==> src/rtl/alu_exec_stage.sv <==
// Registered execute-stage ALU with valid/ready handshake on both sides.
// Define ALU_SERIAL_SHIFT_EN to replace the barrel shifter with a 1-bit/cycle serial shifter.
module alu_exec_stage #(
  parameter int unsigned DATA_W = 32
) (
  input  logic              clk,
  input  logic              reset,
  input  logic              in_valid,
  output logic              in_ready,
  input  logic [3:0]        Operation,
  input  logic [DATA_W-1:0] SrcA,
  input  logic [DATA_W-1:0] SrcB,
  output logic              out_valid,
  input  logic              out_ready,
  output logic [DATA_W-1:0] ALUResult,
  output logic              Zero,
  output logic              busy
);

  localparam int unsigned ShW = $clog2(DATA_W);

  typedef enum logic [1:0] {StEmpty, StShift, StFull} state_e;

  state_e            r_state;
  logic [DATA_W-1:0] r_result;
  logic              r_zero;
  logic              w_accept;
  logic [ShW-1:0]    w_shamt;
  logic [DATA_W-1:0] w_result;

  assign w_shamt   = SrcB[ShW-1:0];
  assign in_ready  = (r_state == StEmpty) || ((r_state == StFull) && out_ready);
  assign w_accept  = in_valid && in_ready;
  assign out_valid = (r_state == StFull);
  assign ALUResult = r_result;
  assign Zero      = r_zero;

`ifdef ALU_SERIAL_SHIFT_EN
  logic [DATA_W-1:0] r_shift_val;
  logic [ShW-1:0]    r_shift_cnt;
  logic              r_shift_left;
  logic              r_shift_arith;
  logic [DATA_W-1:0] w_shift_next;
  logic              w_is_shift;

  assign w_is_shift = (Operation == 4'b0101) || (Operation == 4'b0111) ||
                      (Operation == 4'b1101);
  assign busy       = (r_state == StShift);

  always_comb begin
    w_shift_next = r_shift_val;
    if (r_shift_left) begin
      w_shift_next = {r_shift_val[DATA_W-2:0], 1'b0};
    end else begin
      // MSB of the working value is still A's sign bit, so it doubles as the SRA fill.
      w_shift_next = {r_shift_arith & r_shift_val[DATA_W-1], r_shift_val[DATA_W-1:1]};
    end
  end
`else
  assign busy = 1'b0;
`endif

  always_comb begin
    w_result = '0;
    case (Operation)
      4'b0000: w_result = SrcA & SrcB;
      4'b0001: w_result = SrcA ^ SrcB;
      4'b0011: w_result = SrcA | SrcB;
      4'b0010: w_result = SrcA - SrcB;
      4'b0100: w_result = SrcA + SrcB;
`ifdef ALU_SERIAL_SHIFT_EN
      // Only reaches the result register for a zero shift amount.
      4'b0101, 4'b0111, 4'b1101: w_result = SrcA;
`else
      4'b0101: w_result = SrcA >> w_shamt;
      4'b0111: w_result = $signed(SrcA) >>> w_shamt;
      4'b1101: w_result = SrcA << w_shamt;
`endif
      4'b1000: w_result = {{(DATA_W-1){1'b0}}, ($signed(SrcA) < $signed(SrcB))};
      4'b1010: w_result = SrcB;
      default: w_result = '0;
    endcase
  end

  always_ff @(posedge clk or posedge reset) begin
    if (reset) begin
      r_state       <= StEmpty;
      r_result      <= '0;
      r_zero        <= 1'b0;
`ifdef ALU_SERIAL_SHIFT_EN
      r_shift_val   <= '0;
      r_shift_cnt   <= '0;
      r_shift_left  <= 1'b0;
      r_shift_arith <= 1'b0;
`endif
    end else begin
      case (r_state)
        StEmpty, StFull: begin
          if (w_accept) begin
`ifdef ALU_SERIAL_SHIFT_EN
            if (w_is_shift && (w_shamt != '0)) begin
              r_state       <= StShift;
              r_shift_val   <= SrcA;
              r_shift_cnt   <= w_shamt;
              r_shift_left  <= Operation[3];
              r_shift_arith <= Operation[1];
            end else begin
              r_state  <= StFull;
              r_result <= w_result;
              r_zero   <= (w_result == '0);
            end
`else
            r_state  <= StFull;
            r_result <= w_result;
            r_zero   <= (w_result == '0);
`endif
          end else if ((r_state == StFull) && out_ready) begin
            r_state <= StEmpty;
          end
        end
        StShift: begin
`ifdef ALU_SERIAL_SHIFT_EN
          r_shift_val <= w_shift_next;
          r_shift_cnt <= r_shift_cnt - ShW'(1);
          if (r_shift_cnt == ShW'(1)) begin
            r_state  <= StFull;
            r_result <= w_shift_next;
            r_zero   <= (w_shift_next == '0);
          end
`else
          r_state <= StEmpty;
`endif
        end
        default: r_state <= StEmpty;
      endcase
    end
  end

endmodule

==> config.mk <==
export PLATFORM = sky130hd
export DESIGN_NAME = alu_exec_stage
export DESIGN_NICKNAME = d
export VERILOG_FILES = /design/src/rtl/alu_exec_stage.sv
export SDC_FILE = /design/constraint.sdc
export NUM_CORES = 1
export LEC_CHECK = 0
export BUFFER_PORTS_ARGS = -buffer_cell sky130_fd_sc_hd__buf_2
export CAP_MARGIN = 20
export CELL_PAD_IN_SITES_DETAIL_PLACEMENT = 0
export CELL_PAD_IN_SITES_GLOBAL_PLACEMENT = 2
export CORE_MARGIN = 4
export CORE_UTILIZATION = 36
export CTS_CLUSTER_SIZE = 30
export DETAILED_ROUTE_END_ITERATION = 10
export PLACE_DENSITY_LB_ADDON = 0.1
export SLEW_MARGIN = 20
export SYNTH_ARGS = -nofsm -noshare
export SYNTH_HDL_FRONTEND = slang
export SYNTH_SLANG_ARGS = --single-unit
export TNS_END_PERCENT = 20
==> constraint.sdc <==
create_clock -name clk -period 2.55 [get_ports clk]
set_input_delay 0 -clock clk [delete_from_list [all_inputs] [get_ports clk]]
set_output_delay 0 -clock clk [all_outputs]
set_load 0.01 [all_outputs]
==> flow_metrics.py <==
metrics = {
    "outcome": {
        "status": "finished, violations left",
        "violations": "negative setup slack",
    },
    "pwr": {
        "internal_power_mw": 3.17,
        "leakage_nw": 9.21,
        "vdd_drop_max_mv": 0.311,
        "p_seq_share_pct": 11.6,
        "switching_share_pct": 46.6,
        "p_comb_share_pct": 78.7,
        "power.density_mw_per_mm2": 299,
        "power.switching_mw": 2.76,
        "p_total_mw": 5.93,
        "clkPwrFrac_pct": 9.7,
    },
    "placed_design": {
        "portBuffers": 106,
        "dp_hpwl_um": 64800,
        "gp_congestion": 1.11,
        "dp_slack_ns": -1.30,
        "dp_cells": 2877,
        "post_dp_cell_area_mm2": 0.0186,
    },
    "cts": {
        "cts.path.max_buffers": 2,
        "insertion_delay_ns": 0.28,
        "cts_tree": "built",
        "clock-sinks": 34,
        "clk_pin_slew_ns": 0.05,
        "root_buffer": "clkbuf_16",
        "htreeDepth": 2,
        "cts-buffers-inserted": 5,
    },
    "routing": {
        "via_count": 18200,
        "wl_per_cell_um": 26.9,
        "drtIter0Drc": 2495,
        "drt-vias-per-instance": 6.24,
        "postRouteAntennaNets": 0,
        "dr.pass1.iters": 7,
        "wirelength_um": 78200,
        "drc": 0,
    },
    "sta": {
        "finalMaxSlewViolations": 0,
        "clock-skew-final_ns": 0.00328,
        "rsz0062_at_grt": "yes",
        "min_period_over_period_pct": 124,
        "hold_viol_final": 0,
        "setup-violations-final": 13,
        "period_needed_ns": 3.17,
        "worst_slew_pin_slew_ns": 0.955,
        "fmax_ghz": 0.316,
        "setup_ws_ns": -0.619,
        "max_slew_margin_pct": 36.2,
    },
    "setup_path": {
        "start_kind": "primary input",
        "crit_chain": "buf_12 > buf_4 > buf_16 > buf_12 > and2_4 > a221o_1 > mux4_2 > o41ai_2 > buf_4 > nand3_1 > or4_4 > nor3_2 > and4_1 > nand4_1 > o41ai_2",
        "cp_max_fo": 16,
        "worst-path-buf-inv": 5,
        "slowest_stage": "or4_4",
        "path_class": "primary input to flip-flop",
        "cp.required_ns": 2.73,
        "r2r_setup_slack_ns": -0.33,
        "critPathArrivalTime_ns": 3.35,
        "critPathTopFamily": "simple AND/OR/NAND/NOR gates",
        "crit_path_max_incr_delay_ns": 0.53,
        "r2r_start": "r_state[1]$_DFFE_PP0P_",
        "end_kind": "flip-flop",
        "reg2regPathDepth": 11,
        "rr_endpoint": "Zero$_DFFE_PP0P_",
    },
    "floorplanning": {
        "core-area_mm2": 0.0329,
        "die_area_mm2": 0.0367,
        "ioPinCount": 108,
        "rows": 66,
        "fp.dieH_um": 192,
        "start_util_pct": 36.9,
        "dieWidth_um": 192,
    },
    "global_routing": {
        "antenna_found_initial": 5,
        "overflow": 0,
        "grt_pass1_vias": 17600,
        "grt_first_pass_wirelength_um": 113000,
        "grt_max_degree": 35,
        "grt_usage_pct": 40.7,
    },
    "job": {
        "drv_cap": 0,
    },
    "synthesis": {
        "syn-num-nets": 1904,
        "synth_top_area_share_pct": 10.1,
        "ys_ff_latch": 34,
        "synthArstFlopShare_pct": 100,
        "seq_area_frac_synth_pct": 7.01,
        "yosys_warnings": 0,
        "synth_area_leader_cell": "ha_1",
        "synth.most_common_cell": "nand2_1",
        "synth_area_mm2": 0.0121,
        "synth.area.top_cells": "ha_1, dfrtp_1, nand2_1",
        "synth.distinct_cells": 93,
        "synth_ff_type": "dfrtp_1",
        "syn_area_per_cell_um2": 7.01,
        "synth-edff-count": 0,
        "syn_inst": 1732,
        "ys_top_cells_by_count": "nand2_1, nor2_1, a21oi_1, o21ai_0, ha_1",
    },
    "hold_path": {
        "hold-path-endpoint": "r_state[1]$_DFFE_PP0P_",
        "min_from": "out_ready",
        "min_path_type": "primary input to flip-flop",
        "hold_depth": 4,
    },
    "layout": {
        "stdcell_count": 2910,
        "multi_input_area_mm2": 0.0111,
        "seq_area_um2": 851,
        "final_util_pct": 60.4,
        "final_cell_area_mm2": 0.0199,
        "nNetsFinal": 2638,
        "area_growth_pct": 63.5,
        "drive_above_1_share_pct": 45.5,
        "nFillCells": 3146,
    },
}
[layout by cell type (no fill, tap or decap), drive strengths merged, types with 10 or more instances in the layout]
master,instances
nor4,14
o21bai,11
a21oi,127
a221oi,14
mux2i,60
a21o,17
mux2,55
a211oi,37
nand3,42
dfrtp,34
inv,91
xnor2,15
o31ai,12
nand4,27
o211ai,38
a31oi,20
o21ai,103
or4,10
a22oi,36
nor3,52
nor2b,17
and2,10
nand2,188
buf,878
mux4,28
nor2,157
o221ai,22
o22ai,31
or2,13
nand2b,25
ha,98
[cell families (layout without fill, tap and decap cells)]
logic type                 count (synthesis)  after routing  share of synthesized area, %
AOI/OAI and AO/OA                        596            596                          33.8
and+or+nand+nor                          594            594                          23.4
buffers and inverters                    248            982                          8.82
muxes                                    143            143                          15.3
adders and majority gates                100            100                          10.4
DFF                                       34             34                          7.01
xor gates and xnor gates                  16             16                          1.15
other                                      1              3                        0.0309
[through the flow]
step	hold WS, ns	TNS (ns)
after floorplan	0.108	-5.28
after global placement	0.0997	-13.09
after detailed placement	0.127	-13.86
after CTS	0.0964	-1.73
after global routing	0.151	-3.81
final	0.104	-2.38
[registers in the layout, indices dropped and copies added, names as in the netlist]
register,flops
ALUResult,32
r_state,1
Zero,1
[area by class of cell]
cell class	count	share of cell area, %
Multi-Input combinational cell	1450	56.0
Timing Repair Buffer	882	34.4
Sequential cell	34	4.29
Tap cell	442	2.79
Inverter	93	1.85
Clock buffer	7	0.668
Antenna cell	2	0.0252
[layer usage]
metal,GRT usage (%),share of wire (%)
met5,0,0.063
met4,15.2,5.4
met3,9.96,12
met2,62.7,42
met1,55.1,41
[how the worst max path moves through the flow]
stage	from	endpoint	slack (ns)	depth (start not counted)
final	SrcB[0]	Zero$_DFFE_PP0P_	-0.62	15
after global routing	SrcB[3]	Zero$_DFFE_PP0P_	-0.73	14
after global placement	SrcA[0]	Zero$_DFFE_PP0P_	-1.22	15
after detailed placement	SrcA[0]	Zero$_DFFE_PP0P_	-1.30	15
after floorplan	SrcB[2]	Zero$_DFFE_PP0P_	-0.79	19
after CTS	SrcB[0]	Zero$_DFFE_PP0P_	-0.59	17
[worst register-to-register path, cell delays in order, from the launching register on]
cell      delay, ns
dfrtp_1        0.36
nand2b_1       0.09
and2_1         0.24
o221ai_1       0.18
a31oi_1        0.18
o2111a_1       0.25
nand2_1        0.08
or4_4          0.56
nor3_2         0.19
and4_1         0.19
nand4_1        0.18
o41ai_2        0.26
[power by group through the flow]
stage	Sequential [mW]	Clock [mW]	Combinational [mW]
after detailed placement	0.701	0	4.19
final	0.690	0.576	4.66
after CTS	0.692	0.592	4.39
after global placement	0.695	0	4.16
after global routing	0.705	0.621	4.87
after floorplan	0.751	0	1.83
[what timing repair did]
item                                    4_1_cts  5_1_grt
pin swaps                                    30       28
hold buffers                                  2        0
resized for setup                           115       80
hold endpoints to repair                     35        0
endpoints found under the setup margin       22       23
cloned                                        1        1
setup buffers                                10       12
No activity file was read; power rests on OpenSTA's default activity.
